`src/rtl/nano6502_pkg.sv`:
```
// Shared nano6502 definitions for the DMA engine: IO bank, register map,
// CTRL/STATUS bit positions and the DMA FSM state type.
package nano6502_pkg;

    localparam logic [7:0] DMA_BANK   = 8'h08;

    localparam logic [2:0] REG_SRC_L  = 3'd0;
    localparam logic [2:0] REG_SRC_H  = 3'd1;
    localparam logic [2:0] REG_DST_L  = 3'd2;
    localparam logic [2:0] REG_DST_H  = 3'd3;
    localparam logic [2:0] REG_LEN_L  = 3'd4;
    localparam logic [2:0] REG_LEN_H  = 3'd5;
    localparam logic [2:0] REG_CTRL   = 3'd6;
    localparam logic [2:0] REG_STATUS = 3'd7;

    localparam int CTRL_START = 0;
    localparam int CTRL_FILL  = 1;
    localparam int STAT_BUSY  = 0;
    localparam int STAT_DONE  = 1;

    // Wide enough for any practical grace / RAM latency wait
    localparam int CNT_W = 8;

    typedef enum logic [2:0] {
        ST_IDLE,
        ST_STALL,
        ST_READ,
        ST_RWAIT,
        ST_WRITE,
        ST_RELEASE
    } dma_state_t;

endpackage

```
`src/rtl/dma_controller_if.sv`:
```
// RAM-port side of the DMA engine: grant plus the address/data/rwn it drives
// while it owns the shared instram port.
interface dma_controller_if #(parameter int ADDR_W = 16);
    logic              bus_grant_o;
    logic [ADDR_W-1:0] mem_addr_o;
    logic [7:0]        mem_wdata_o;
    logic              mem_rwn_o;
    logic [7:0]        mem_rdata_i;

    modport master (output bus_grant_o, mem_addr_o, mem_wdata_o, mem_rwn_o,
                    input  mem_rdata_i);
    modport slave  (input  bus_grant_o, mem_addr_o, mem_wdata_o, mem_rwn_o,
                    output mem_rdata_i);
endinterface

```
`src/rtl/dma_controller_stall_counter.sv`:
```
// Down-counter with load and zero flag; times both the CPU grace period
// and the RAM read latency (and the release tail).
module dma_stall_counter
    import nano6502_pkg::*;
(
    input  logic             clk_i,
    input  logic             rst_n_i,
    input  logic             load,
    input  logic [CNT_W-1:0] load_val,
    output logic             zero
);
    logic [CNT_W-1:0] cnt;

    always_ff @(posedge clk_i or negedge rst_n_i) begin
        if (!rst_n_i)
            cnt <= '0;
        else if (load)
            cnt <= load_val;
        else if (cnt != '0)
            cnt <= cnt - CNT_W'(1);
    end

    assign zero = (cnt == '0);
endmodule

```
`src/rtl/dma_controller.sv`:
```
// Memory-to-memory DMA engine: stalls the CPU via RDY, takes the RAM port and
// copies LEN bytes SRC->DST. Optional fill mode under `define DMA_FILL_EN.
module dma_controller
    import nano6502_pkg::*;
#(
    parameter int GRACE_CYCLES = 2,
    parameter int RAM_LAT      = 1,
    parameter int ADDR_W       = 16
) (
    input  logic                    clk_i,
    input  logic                    rst_n_i,
    input  logic                    R_W_n,
    input  logic [2:0]              reg_addr_i,
    input  logic [2:0]              reg_addr_r_i,
    input  logic [7:0]              data_i,
    input  logic                    dma_cs,
    output logic [7:0]              data_o,
    output logic                    cpu_rdy_o,
    output logic                    done_o,
    dma_controller_if.master        mem
);
    logic [7:0]        src_l, src_h, dst_l, dst_h, len_l, len_h;
    logic              done_q;
    logic [ADDR_W-1:0] wsrc, wdst;
    logic [15:0]       wlen;
    dma_state_t        state;

    logic              reg_wr, busy, start, fill_mode;
    logic              cnt_load, cnt_zero;
    logic [CNT_W-1:0]  cnt_val;

    assign reg_wr = dma_cs & ~R_W_n;
    assign busy   = (state != ST_IDLE);
    assign start  = reg_wr && (reg_addr_i == REG_CTRL) && data_i[CTRL_START];
    assign done_o = done_q;

`ifdef DMA_FILL_EN
    logic fill_q;
    always_ff @(posedge clk_i or negedge rst_n_i) begin
        if (!rst_n_i)
            fill_q <= 1'b0;
        else if (reg_wr && !busy && reg_addr_i == REG_CTRL)
            fill_q <= data_i[CTRL_FILL];
    end
    assign fill_mode = fill_q;
`else
    assign fill_mode = 1'b0;
`endif

    // Counter reloads happen on the edge that enters the timed state
    always_comb begin
        cnt_load = 1'b0;
        cnt_val  = '0;
        case (state)
            ST_IDLE:  if (start && {len_h, len_l} != 16'd0) begin
                          cnt_load = 1'b1;
                          cnt_val  = CNT_W'(GRACE_CYCLES - 1);
                      end
            ST_READ:  begin
                          cnt_load = 1'b1;
                          cnt_val  = CNT_W'(RAM_LAT - 1);
                      end
            ST_WRITE: if (wlen == 16'd1) begin
                          cnt_load = 1'b1;
                          cnt_val  = CNT_W'(1);
                      end
            default:  ;
        endcase
    end

    dma_stall_counter u_cnt (
        .clk_i    (clk_i),
        .rst_n_i  (rst_n_i),
        .load     (cnt_load),
        .load_val (cnt_val),
        .zero     (cnt_zero)
    );

    always_ff @(posedge clk_i or negedge rst_n_i) begin
        if (!rst_n_i) begin
            {src_l, src_h, dst_l, dst_h, len_l, len_h} <= '0;
            done_q          <= 1'b0;
            wsrc            <= '0;
            wdst            <= '0;
            wlen            <= '0;
            state           <= ST_IDLE;
            cpu_rdy_o       <= 1'b1;
            mem.bus_grant_o <= 1'b0;
            mem.mem_addr_o  <= '0;
            mem.mem_wdata_o <= '0;
            mem.mem_rwn_o   <= 1'b1;
        end else begin
            if (reg_wr && !busy) begin
                case (reg_addr_i)
                    REG_SRC_L: src_l <= data_i;
                    REG_SRC_H: src_h <= data_i;
                    REG_DST_L: dst_l <= data_i;
                    REG_DST_H: dst_h <= data_i;
                    REG_LEN_L: len_l <= data_i;
                    REG_LEN_H: len_h <= data_i;
                    default: ;
                endcase
            end
            if (reg_wr && reg_addr_i == REG_STATUS)
                done_q <= 1'b0;

            case (state)
                ST_IDLE: if (start) begin
                    if ({len_h, len_l} == 16'd0) begin
                        done_q <= 1'b1;
                    end else begin
                        done_q    <= 1'b0;
                        wsrc      <= ADDR_W'({src_h, src_l});
                        wdst      <= ADDR_W'({dst_h, dst_l});
                        wlen      <= {len_h, len_l};
                        cpu_rdy_o <= 1'b0;
                        state     <= ST_STALL;
                    end
                end
                ST_STALL: if (cnt_zero) begin
                    mem.bus_grant_o <= 1'b1;
                    if (fill_mode) begin
                        mem.mem_addr_o  <= wdst;
                        mem.mem_wdata_o <= src_l;
                        mem.mem_rwn_o   <= 1'b0;
                        state           <= ST_WRITE;
                    end else begin
                        mem.mem_addr_o  <= wsrc;
                        state           <= ST_READ;
                    end
                end
                ST_READ: state <= ST_RWAIT;
                ST_RWAIT: if (cnt_zero) begin
                    mem.mem_addr_o  <= wdst;
                    mem.mem_wdata_o <= mem.mem_rdata_i;
                    mem.mem_rwn_o   <= 1'b0;
                    state           <= ST_WRITE;
                end
                ST_WRITE: begin
                    wdst <= wdst + ADDR_W'(1);
                    wlen <= wlen - 16'd1;
                    if (!fill_mode)
                        wsrc <= wsrc + ADDR_W'(1);
                    if (wlen == 16'd1) begin
                        mem.mem_rwn_o   <= 1'b1;
                        mem.bus_grant_o <= 1'b0;
                        state           <= ST_RELEASE;
                    end else if (fill_mode) begin
                        // back-to-back writes, rwn stays low
                        mem.mem_addr_o  <= wdst + ADDR_W'(1);
                    end else begin
                        mem.mem_addr_o  <= wsrc + ADDR_W'(1);
                        mem.mem_rwn_o   <= 1'b1;
                        state           <= ST_READ;
                    end
                end
                ST_RELEASE: if (cnt_zero) begin
                    cpu_rdy_o <= 1'b1;
                    done_q    <= 1'b1;
                    state     <= ST_IDLE;
                end
                default: state <= ST_IDLE;
            endcase
        end
    end

    always_comb begin
        data_o = '0;
        case (reg_addr_r_i)
            REG_SRC_L:  data_o = src_l;
            REG_SRC_H:  data_o = src_h;
            REG_DST_L:  data_o = dst_l;
            REG_DST_H:  data_o = dst_h;
            REG_LEN_L:  data_o = len_l;
            REG_LEN_H:  data_o = len_h;
            REG_CTRL:   data_o[CTRL_FILL] = fill_mode;
            default: begin
                data_o[STAT_BUSY] = busy;
                data_o[STAT_DONE] = done_q;
            end
        endcase
    end
endmodule

```
`src/flat_wrapper.sv`:
```
// flat-port wrapper written by rule: the top's interface ports become plain ports
module dma_controller_flat import nano6502_pkg::*;
#(
    parameter int GRACE_CYCLES = 2,
    parameter int RAM_LAT      = 1,
    parameter int ADDR_W       = 16
)
  (clk_i, rst_n_i, R_W_n, reg_addr_i, reg_addr_r_i, data_i, dma_cs, data_o, cpu_rdy_o, done_o, mem_bus_grant_o, mem_mem_addr_o, mem_mem_wdata_o, mem_mem_rwn_o, mem_mem_rdata_i);
  dma_controller_if #(.ADDR_W(ADDR_W)) mem_i ();
  input  logic clk_i;
  input  logic rst_n_i;
  input  logic R_W_n;
  input  logic [2:0] reg_addr_i;
  input  logic [2:0] reg_addr_r_i;
  input  logic [7:0] data_i;
  input  logic dma_cs;
  output logic [7:0] data_o;
  output logic cpu_rdy_o;
  output logic done_o;
  output wire logic [$bits(mem_i.bus_grant_o)-1:0] mem_bus_grant_o;
  output wire logic [$bits(mem_i.mem_addr_o)-1:0] mem_mem_addr_o;
  output wire logic [$bits(mem_i.mem_wdata_o)-1:0] mem_mem_wdata_o;
  output wire logic [$bits(mem_i.mem_rwn_o)-1:0] mem_mem_rwn_o;
  input wire logic [$bits(mem_i.mem_rdata_i)-1:0] mem_mem_rdata_i;
  assign mem_bus_grant_o = mem_i.bus_grant_o;
  assign mem_mem_addr_o = mem_i.mem_addr_o;
  assign mem_mem_wdata_o = mem_i.mem_wdata_o;
  assign mem_mem_rwn_o = mem_i.mem_rwn_o;
  assign mem_i.mem_rdata_i = mem_mem_rdata_i;
  dma_controller #(.GRACE_CYCLES(GRACE_CYCLES), .RAM_LAT(RAM_LAT), .ADDR_W(ADDR_W)) u_core (.clk_i(clk_i), .rst_n_i(rst_n_i), .R_W_n(R_W_n), .reg_addr_i(reg_addr_i), .reg_addr_r_i(reg_addr_r_i), .data_i(data_i), .dma_cs(dma_cs), .data_o(data_o), .cpu_rdy_o(cpu_rdy_o), .done_o(done_o), .mem(mem_i));
endmodule
```
`config.mk`:
```
export PLATFORM = sky130hd
export DESIGN_NAME = dma_controller_flat
export DESIGN_NICKNAME = d
export VERILOG_FILES = /design/src/rtl/nano6502_pkg.sv /design/src/rtl/dma_controller_if.sv /design/src/rtl/dma_controller_stall_counter.sv /design/src/rtl/dma_controller.sv /design/src/flat_wrapper.sv
export SDC_FILE = /design/constraint.sdc
export NUM_CORES = 1
export LEC_CHECK = 0
export CORE_MARGIN = 3
export CORE_UTILIZATION = 45
export CTS_BUF_LIST = sky130_fd_sc_hd__clkbuf_16
export CTS_CLUSTER_DIAMETER = 100
export DETAILED_ROUTE_END_ITERATION = 7
export GPL_TIMING_DRIVEN = 0
export PLACE_DENSITY_LB_ADDON = 0.05
export REMOVE_ABC_BUFFERS = 1
export SYNTH_ARGS = -nofsm -noshare
export SYNTH_HDL_FRONTEND = slang
export SYNTH_SLANG_ARGS = --single-unit
```
`constraint.sdc`:
```
create_clock -name clk_i -period 6.04 [get_ports clk_i]
set_clock_uncertainty 0.2 [all_clocks]
set_input_delay 1.208 -clock clk_i [delete_from_list [all_inputs] [get_ports clk_i]]
set_output_delay 1.208 -clock clk_i [all_outputs]
set_load 0.005 [all_outputs]
```
; ---- Word-level counts from Yosys, hierarchy flattened
; Index checks and enable logic that the tools add are counted.
[word_totals]
regBits = 135
wordCells = 126
[classes]
n_addsub = 4
n_eq_ne = 26
n_mux = 44
bitwise_logic = 2
n_reduce_logical = 33
[op_table]
columns = op, count
row1 = two-way mux 16 bit, 9
row2 = case mux 16 bit (2 select lines), 3
row3 = case mux 16 bit (3 select lines), 1
row4 = case mux 6 bit (6 select lines), 1
row5 = adder 16 x 1 -> 16 bit (second input constant), 2
row6 = equality test 3 bit (second input constant), 9
row7 = equality test 3 x 2 -> 1 bit (second input constant), 6
row8 = two-way mux 3 bit, 6
row9 = case mux 3 bit (6 select lines), 1
row10 = equality test 16 x 1 -> 1 bit (second input constant), 1
row11 = logical NOT 16 bit, 1
row12 = two-way mux 8 bit, 2
row13 = AND reduction 2 bit, 8
row14 = nonzero test 16 bit, 1
row15 = subtractor 16 x 1 -> 16 bit (second input constant), 1
row16 = case mux 1 bit (7 select lines), 2
row17 = two-way mux 1 bit, 13
row18 = != test 2 x 1 -> 1 bit (second input constant), 5
row19 = case mux 1 bit (2 select lines), 5
row20 = nonzero test 2 bit, 5
row21 = equality test 3 x 1 -> 1 bit (second input constant), 3
row22 = logical NOT 3 bit, 3
row23 = logical NOT 8 bit, 1
row24 = AND reduction 4 bit, 2
row25 = other kinds (11), 18

; ---- Logic depth before layout (Yosys ltp)
; Gate-level depths: netlist (run 1).
[logic_depth]
word_depth = 8
mapped_depth = 8

; ---- By module
; A second synthesis (run 1) with hierarchy kept.
[hier_totals]
cells_unflattened = 728
area_unflattened_um2 = 7287.0
[by_module_without_submodules]
columns = mod, n_inst, cells_per_inst, area_each_um2, seq_area_each_um2
row1 = dma_controller, 1, 672, 6792.8, 3180.6
row2 = dma_stall_counter, 1, 56, 494.2, 200.2

; ---- Worst setup path before layout (run 1)
; Ideal clock, no wire load.
[synth_timing]
kind = in2out
start = input port reg_addr_r_i[0]
end = output port data_o[0]
arrival_ns = 2.267
required_time_ns = 4.632
path_slack_ns = 2.365
cell_stages = 7
path_buffers = 3
path_cell_list = buf_2 buf_2 buf_2 o211ai_1 a21oi_1 nor2_1 a21oi_1
[synth_via]
elab_chain_len = 2
word_cells_on_any_way = 8
classes_between = 6 x eq/ne / 1 x mux / 1 x reduce/logical
[synth_rtl]
columns = element, line_no
row1 = "start, declared", flat_wrapper.sv:14  ; input logic [2:0] reg_addr_r_i;
row2 = equality test 3 bit (tied with other cells), dma_controller.sv:169  ; case (reg_addr_r_i)
row3 = case mux 1 bit (7 select lines) (*), dma_controller.sv:169
row4 = "end, declared", flat_wrapper.sv:17  ; output logic [7:0] data_o;
; Mark *: on every way between the ends. The rest lies on a longest branch, timed or not.

; ---- Worst setup path in the final report (run 1)
[layout_timing]
start = input port reg_addr_r_i[0]
end = output port data_o[1]
; Same word-level chain as after synthesis.

==> results.toml, run 1 <==
[outcome]
status = "finished clean"

[flow_run]
maxCapViolations = 0

[cells_and_area]
nFillCells = 1542
syn_to_final_growth_pct = 16.5
layout-drive-gt1-share = 0.169
multiInputGateArea_um2 = 4310
layout_commonest_cell = "dfrtp_1"
stdcell_count = 1088
nets = 881
antenna-diode-count = 0
seq_area_um2 = 3380
final_cell_mix = "132 x dfrtp_1, 77 x nor2_1, 68 x nand2_1, 63 x mux2_2, 60 x clkdlybuf4s50_1"
final_core_util = 0.539

[critical_path]
critPathLaunchType = "input pin"
cpPeakStageDelay_ns = 1.31
r2r_end = "u_core.mem.mem_addr_o[6]"
critical_path_arrival_ns = 4.10
r2r_slack_ns = 2.45
critPathRequiredTime_ns = 4.63
crit_fanout = 24
reg2regPathDepth = 5
path_class = "in -> out"
worst_path_max_delay_cell = "clkdlybuf4s50_1"
r2r_start = "u_core.state[2]"
crit_path_end_kind = "output port"
path_cells = "clkdlybuf4s50_1 > nor2_1 > a22o_1 > a22o_1 > a311oi_1 > a21oi_1 > clkdlybuf4s50_1"

[place]
numPlacedInstances = 1054
io_buffers = 61
gp_congestion = 0.882
dp_hpwl_um = 16200
dp_slack_ns = 0.568

[pwr]
p_per_area_nw_per_um2 = 222
p_leak_nw = 4.05
vdd_drop_max_v = 0.000213

[synth]
syn_area_per_cell_um2 = 9.72
ys_async_sr_fraction = 1.00
yosysWarnings = 0
syn_inst = 826
syn_area_um2 = 8030
ys_seq_area_frac = 0.421
synth_edf_count = 0
ys_types = 89
synth_seq_cells = 135
ys.flop_type = "dfrtp_1"

[sta]
setup_viol = 0
worstMarginPinSlew_ns = 1.27
drv_slew = 0
finalHoldViolations = 0
fin_crit_ns = 5.51
relSlewSlack = 0.154
fin_ws_ns = 0.533
fmax_ghz = 0.182
setup_tns_ns = 0
rsz0062_at_grt = "no"
period_share = 0.912

[clock_tree]
clock_latency_ns = 0.43
root_buffer = "clkbuf_16"
postCtsSetupRepairBufs = 0
cts_tree = "built"
cts_sinks = 135
clk_pin_slew_ns = 0.06
ctsLongestPathBuffers = 2
cts_hold_buf = 0
ctsHtreeMaxLevel = 4
ctsResizeCount = 0
cts_buffers = 17

[floorplan]
row_count = 48
num_io_pins = 62
coreArea_um2 = 17400
dieHeight_um = 140
die_x_um = 140
initial_utilization = 0.463
dieArea_um2 = 19500

[drt]
wl_um = 24000
drt_iter0_drc = 817
wl_per_cell_um = 22.1
via_per_inst = 6.40
dr.pass1.iters = 5
drc = 0
dr_total_vias = 6958
postRouteAntennaNets = 0

[worst_hold_path]
hold_path.class = "reg -> reg"
min_to = "u_core.cpu_rdy_o"
min_from = "u_core.cpu_rdy_o"
hold_depth = 2

[global_route]
overflow = 0
grt_max_degree = 83
grtUsageTotal = 0.247
grt_pass1_wl_um = 38000
antenna_found_initial = 0
grt_pass1_vias = 6656
synth_stat cells (16+ instances only):
master	n	area (um2)
nand2_1	68	255
mux2_2	63	709
a21oi_1	45	225
mux2i_1	17	170
o22ai_1	32	200
nor3_1	16	80.1
and3_1	17	106
nor2_1	78	293
clkbuf_1	24	90.1
buf_2	28	140
dfrtp_1	133	3330
nand3_1	25	125
o21ai_0	59	295
inv_1	16	60.1
worst max-delay path by stage:
stage	from	endpoint	cells past startpoint
after CTS	reg_addr_r_i[0]	data_o[1]	7
after global routing	reg_addr_r_i[0]	data_o[1]	7
final	reg_addr_r_i[0]	data_o[1]	7
after global placement	rst_n_i	u_core.len_h[5]	1
after floorplan	u_core.state[2]	u_core.mem.mem_addr_o[6]	5
after detailed placement	reg_addr_r_i[0]	data_o[1]	7
flip-flops by register name (all words and copies together), names as in the netlist, 16 cells and up:
register,count
u_core.mem.mem_addr_o,16
u_core.wlen,16
u_core.wsrc,16
u_core.wdst,16
critical path: cells and delay by family:
kind	cells	cell delay [ns]
simple gates	1	0.20
compound gates	4	0.88
buf+inv	2	1.79
power by group:
group	internal, mW	switching, mW	leakage (nW)
clock network	0.685	0.412	0.295
logic	0.0324	0.0429	2.04
registers	0.907	0.00122	1.71
kinds of logic after synthesis:
kind of cell / share of synthesized area
flip-flops: 0.421
adder cells (fa/ha/maj): 0.00779
AND/OR/NAND/NOR: 0.205
buffers and inverters: 0.0438
XOR/XNOR: 0.00545
AO/OA/AOI/OAI: 0.195
multiplexers: 0.123
stage by stage:
stage / hold slack (ns) / total power [mW] / cell area, um2
after global placement: 0.253 / 0.999 / 8630
after CTS: 0.260 / 2.10 / 9300
after global routing: 0.287 / 2.15 / 9360
after detailed placement: 0.252 / 1.00 / 8690
after floorplan: 0.249 / 0.939 / 7740
final: 0.257 / 2.08 / 9360
layer usage:
| metal | track usage | share of wire | vias to the layer above |
|---|---|---|---|
| met5 | 0 | 0 | - |
| met4 | 0.0943 | 0.023 | 0 |
| met3 | 0.0481 | 0.078 | 42 |
| met2 | 0.362 | 0.44 | 341 |
| met1 | 0.363 | 0.46 | 3414 |
| li1 | - | - | 3161 |
layout make-up:
class                           instances  area share
Sequential cell                       135       0.362
Timing Repair Buffer                   65      0.0764
Clock buffer                           17      0.0455
Inverter                               16     0.00642
Multi-Input combinational cell        615       0.460
Tap cell                              225      0.0301
Clock inverter                         15      0.0199
(Power assumes the default switching activity.)
==> run 2: changes to the inputs <==
--- a/config.mk
+++ b/config.mk
@@ -9,7 +9,9 @@
 export CORE_UTILIZATION = 45
 export CTS_BUF_LIST = sky130_fd_sc_hd__clkbuf_16
 export CTS_CLUSTER_DIAMETER = 100
+export CTS_CLUSTER_SIZE = 25
 export DETAILED_ROUTE_END_ITERATION = 7
+export GPL_ROUTABILITY_DRIVEN = 0
 export GPL_TIMING_DRIVEN = 0
 export PLACE_DENSITY_LB_ADDON = 0.05
 export REMOVE_ABC_BUFFERS = 1
==> run 2 against run 1 <==
  * Hold slack improved by 0.0047 ns
  * Critical path type unchanged
  * Routed wire length is 1.1% lower
  * Via count decreased by 1.0%
  * Final cell count decreased by 0.18%
  * Clock power hardly changed
  * Power is 0.23% lower
  * Non-clock buffer count shrank 2
  * Fmax grew 0.76%
  * Sequential share of layout area grew 0.20 points
==> results.toml, run 2 (same netlist as run 1, synthesis figures left out) <==
[global_route]
overflow = 0
met1_usage = 0.365
busiest_layer = "met2"
grtUsageTotal = 0.245
grt_pass1_vias = 6482
met2_usage = 0.369
grtUsageMet3 = 0.0412
grt_max_degree = 83
antenna_found_initial = 0
grt_pass1_wl_um = 37700

[clock_tree]
postCtsSetupRepairBufs = 0
clk_pin_slew_ns = 0.06
ctsLongestPathBuffers = 2
cts_tree = "built"
cts_buffers = 17
ctsResizeCount = 0
ctsHtreeMaxLevel = 4
cts_sinks = 135
clock_latency_ns = 0.43
root_buffer = "clkbuf_16"
cts_hold_buf = 0

[floorplan]
die_x_um = 140
dieHeight_um = 140
coreArea_um2 = 17400
num_io_pins = 62
initial_utilization = 0.463
row_count = 48
dieArea_um2 = 19500

[place]
io_buffers = 61
dp_hpwl_um = 16100
placed_cell_area_um2 = 8690

[critical_path]
critPathRequiredTime_ns = 4.63
critPathLaunchType = "input pin"
reg2regPathDepth = 4
r2r_end = "u_core.mem.mem_addr_o[6]"
critical_path_arrival_ns = 4.06
crit_fanout = 24
startpoint = "reg_addr_r_i[0]"
r2r_start = "u_core.state[2]"
crit_path_end_kind = "output port"
path_class = "in -> out"
crit_path_end = "data_o[1]"
r2r_slack_ns = 2.49

[pwr]
swShare = 0.217
p_per_area_nw_per_um2 = 223
pwr-share-clk = 0.526
p_leak_nw = 4.03
p_sw_uw = 451
seqPwrFrac = 0.438
vdd_drop_max_v = 0.000226
power_report.internal_total_mw = 1.62
combPwrFrac = 0.036

[sta]
period_share = 0.905
fin_crit_ns = 5.47
relSlewSlack = 0.0648
setup_tns_ns = 0
drv_slew = 0
setup_viol = 0
rsz0062_at_grt = "no"
finalHoldViolations = 0
fmax_ghz = 0.183
worstMarginPinSlew_ns = 1.40

[drt]
wl_per_cell_um = 21.9
dr.pass1.iters = 5
drt_iter0_drc = 809
wl_um = 23800
drc = 0
postRouteAntennaNets = 0
via_per_inst = 6.34
dr_total_vias = 6886

[cells_and_area]
final_area_um2 = 9300
nFillCells = 1541
syn_to_final_growth_pct = 15.8
nets = 879
antenna-diode-count = 0
layout_commonest_cell = "dfrtp_1"
layout-drive-gt1-share = 0.168
final_cell_mix = "132 x dfrtp_1, 77 x nor2_1, 68 x nand2_1, 63 x mux2_2, 60 x clkdlybuf4s50_1"

[outcome]
status = "finished clean"

[flow_run]
maxCapViolations = 0

[worst_hold_path]
hold_path.class = "reg -> reg"
[run 2: power by group through the flow]
stage	Clock, mW	Combinational, mW	Sequential [mW]
floorplan	0	0.0138	0.925
global placement	0	0.0735	0.925
detailed placement	0	0.0769	0.925
CTS	1.11	0.0771	0.908
global route	1.15	0.0829	0.908
finish	1.09	0.0751	0.909
[run 2: layout make-up]
cell class / instances / area, um2 / share of cell area
inverter: 16 / 60.1 / 0.00646
clock inverter: 15 / 189 / 0.0203
sequential: 135 / 3380 / 0.364
tap: 225 / 282 / 0.0303
multi-input combinational: 615 / 4310 / 0.463
clock buffer: 17 / 425 / 0.0457
timing repair buffer: 63 / 659 / 0.0709
[run 2: worst max-delay path, stage by stage]
cell	delay (ns)
clkdlybuf4s50_1	1.30
nor2_1	0.19
a22o_1	0.29
a22o_1	0.25
a311oi_1	0.26
a21oi_1	0.07
clkdlybuf4s50_1	0.48
[run 2: worst min-delay path by stage]
stage | start | cells past startpoint | endpoint
after floorplan | u_core.cpu_rdy_o | 2 | u_core.cpu_rdy_o
after global placement | u_core.cpu_rdy_o | 2 | u_core.cpu_rdy_o
after detailed placement | u_core.cpu_rdy_o | 2 | u_core.cpu_rdy_o
after CTS | u_core.cpu_rdy_o | 2 | u_core.cpu_rdy_o
after global routing | u_core.cpu_rdy_o | 2 | u_core.cpu_rdy_o
final | u_core.cpu_rdy_o | 2 | u_core.cpu_rdy_o
[run 2: metrics by stage]
| step | utilization | worst slack, ns | hold WS (ns) | std cells | power, mW |
|---|---|---|---|---|---|
| final | 0.536 | 0.574 | 0.262 | 1086 | 2.08 |
| after global placement | 0.497 | -2.02 | 0.252 | 1052 | 0.999 |
| after global routing | 0.536 | 0.347 | 0.289 | 1086 | 2.14 |
| after CTS | 0.536 | 0.550 | 0.269 | 1086 | 2.09 |
| after floorplan | - | 2.42 | 0.249 | 766 | 0.939 |
| after detailed placement | 0.501 | 0.552 | 0.262 | 1054 | 1.00 |
[run 2: metal layers]
metal	vias up	part of all wire
met1	3366	0.46
met2	323	0.45
li1	3160	-
met3	37	0.070
met4	0	0.019
met5	-	0
==> run 3: changes to the inputs <==
--- a/config.mk
+++ b/config.mk
@@ -15,6 +15,8 @@
 export GPL_TIMING_DRIVEN = 0
 export PLACE_DENSITY_LB_ADDON = 0.05
 export REMOVE_ABC_BUFFERS = 1
+export SKIP_LAST_GASP = 1
+export SLEW_MARGIN = 40
 export SYNTH_ARGS = -nofsm -noshare
 export SYNTH_HDL_FRONTEND = slang
 export SYNTH_SLANG_ARGS = --single-unit
==> run 3 against run 2 <==
  * Design area grew 0.93%
  * Sequential share of layout area down 0.31 points
  * Clock power about the same
  * First-iteration DRC count shrank 7.9%
  * Sequential cell count stayed put
  * Critical path type unchanged
  * Largest power group unchanged
==> results.toml, run 3 (same netlist as run 1, synthesis figures left out) <==
[global_route]
overflow = 0
antenna_found_initial = 0
grt_pass1_vias = 6661
grt_max_degree = 54
grtUsageTotal = 0.249
grt_pass1_wl_um = 38300

[pwr]
pwr-share-clk = 0.521
p_leak_nw = 4.06
combPwrFrac = 0.037
swShare = 0.226
power_report.internal_total_mw = 1.59
seqPwrFrac = 0.442
power_mw = 2.06
p_sw_uw = 465
p_per_area_nw_per_um2 = 219
vdd_drop_max_v = 0.000206

[sta]
fmax_ghz = 0.197
whs_ns = 0.267
period_share = 0.840
worstMarginPinSlew_ns = 0.856
fin_crit_ns = 5.07
setup_viol = 0
relSlewSlack = 0.430
drv_slew = 0
finalHoldViolations = 0
rsz0062_at_grt = "no"

[clock_tree]
root_buffer = "clkbuf_16"
ctsResizeCount = 0
cts_sinks = 135
cts_tree = "built"
ctsHtreeMaxLevel = 4
cts_hold_buf = 0
clock_latency_ns = 0.43
clk_pin_slew_ns = 0.06
cts_buffers = 17
ctsLongestPathBuffers = 2
postCtsSetupRepairBufs = 0

[critical_path]
critPathRequiredTime_ns = 4.63
crit_fanout = 19
worst_path_max_delay_cell = "clkdlybuf4s50_1"
cpPeakStageDelay_ns = 0.95
path_buf_inv = 2
critPathLaunchType = "input pin"
crit_family = "buffers and inverters"
path_cells = "clkdlybuf4s50_1 > nor2_1 > a22o_1 > a22o_1 > a311oi_1 > a21oi_1 > clkdlybuf4s50_1"
crit_path_end_kind = "output port"
critical_path_arrival_ns = 3.66
path_class = "in -> out"

[floorplan]
die_x_um = 140
dieHeight_um = 140
row_count = 48
initial_utilization = 0.463
num_io_pins = 62
dieArea_um2 = 19500
coreArea_um2 = 17400

[drt]
postRouteAntennaNets = 0
drc = 0
via_per_inst = 6.38
wl_um = 24100
drt_iter0_drc = 745
dr.pass1.iters = 7
wl_per_cell_um = 22.1
dr_total_vias = 6953

[worst_hold_path]
hold_path.class = "reg -> reg"

[place]
dp_hpwl_um = 16600
io_buffers = 61
placed_cell_area_um2 = 8770
numPlacedInstances = 1058

[cells_and_area]
final_core_util = 0.541
stdcell_count = 1090
final_cell_mix = "132 x dfrtp_1, 77 x nor2_1, 68 x nand2_1, 63 x mux2_2"
antenna-diode-count = 0
nFillCells = 1563
syn_to_final_growth_pct = 16.9
layout_commonest_cell = "dfrtp_1"
nets = 883
final_area_um2 = 9390
layout-drive-gt1-share = 0.177

[flow_run]
maxCapViolations = 0

[outcome]
status = "finished clean"
[run 3: tightest hold or removal path, delay by kind of cell (launching register included)]
family / cells / cell delay (ns)
DFF: 1 / 0.37
and+or+nand+nor: 2 / 0.09
[run 3: path summary, 6_finish.rpt]
check	cells past startpoint	endpoint	slack, ns	start
worst max-delay path	7	data_o[1]	0.97	reg_addr_r_i[1]
worst min-delay path	2	u_core.cpu_rdy_o	0.27	u_core.cpu_rdy_o
worst max register to register	6	u_core.wdst[4]	2.85	u_core.state[0]
worst min register to register	2	u_core.cpu_rdy_o	0.27	u_core.cpu_rdy_o
max in group asynchronous	2	u_core.cpu_rdy_o	4.56	rst_n_i
min in group asynchronous	1	u_core.mem.mem_addr_o[11]	0.47	rst_n_i
[run 3: metal layers]
metal  part of all wire  vias to the layer above  GRT usage
li1                   -                     3168          -
met1               0.45                     3399      0.357
met2               0.45                      336      0.382
met3              0.072                       50     0.0502
met4              0.025                        0     0.0801
met5                  0                        -          0
[run 3: area by class of cell]
cell class / count / area (um2) / area share
clock buffers: 17 / 425 / 0.0453
clock inverters: 15 / 180 / 0.0192
inverters: 16 / 62.6 / 0.00666
multi-input cells: 615 / 4330 / 0.461
flip-flops and latches: 135 / 3380 / 0.360
well taps: 225 / 282 / 0.0300
repair buffers: 67 / 728 / 0.0776
[run 3: power by group through the flow]
| stage | Combinational [mW] | Clock (mW) | Sequential (mW) |
|---|---|---|---|
| floorplan | 0.0138 | 0 | 0.925 |
| global placement | 0.0735 | 0 | 0.925 |
| detailed placement | 0.0785 | 0 | 0.925 |
| CTS | 0.0788 | 1.09 | 0.908 |
| global route | 0.0847 | 1.14 | 0.908 |
| finish | 0.0770 | 1.07 | 0.908 |
[run 3: through the flow]
| step | setup slack [ns] | TNS [ns] |
|---|---|---|
| 5_1_grt | 0.763 | 0 |
| 6_report | 0.968 | 0 |
| 2_1_floorplan | 2.42 | 0 |
| 3_3_place_gp | -2.02 | -267.81 |
| 3_5_place_dp | 0.977 | 0 |
| 4_1_cts | 0.962 | 0 |
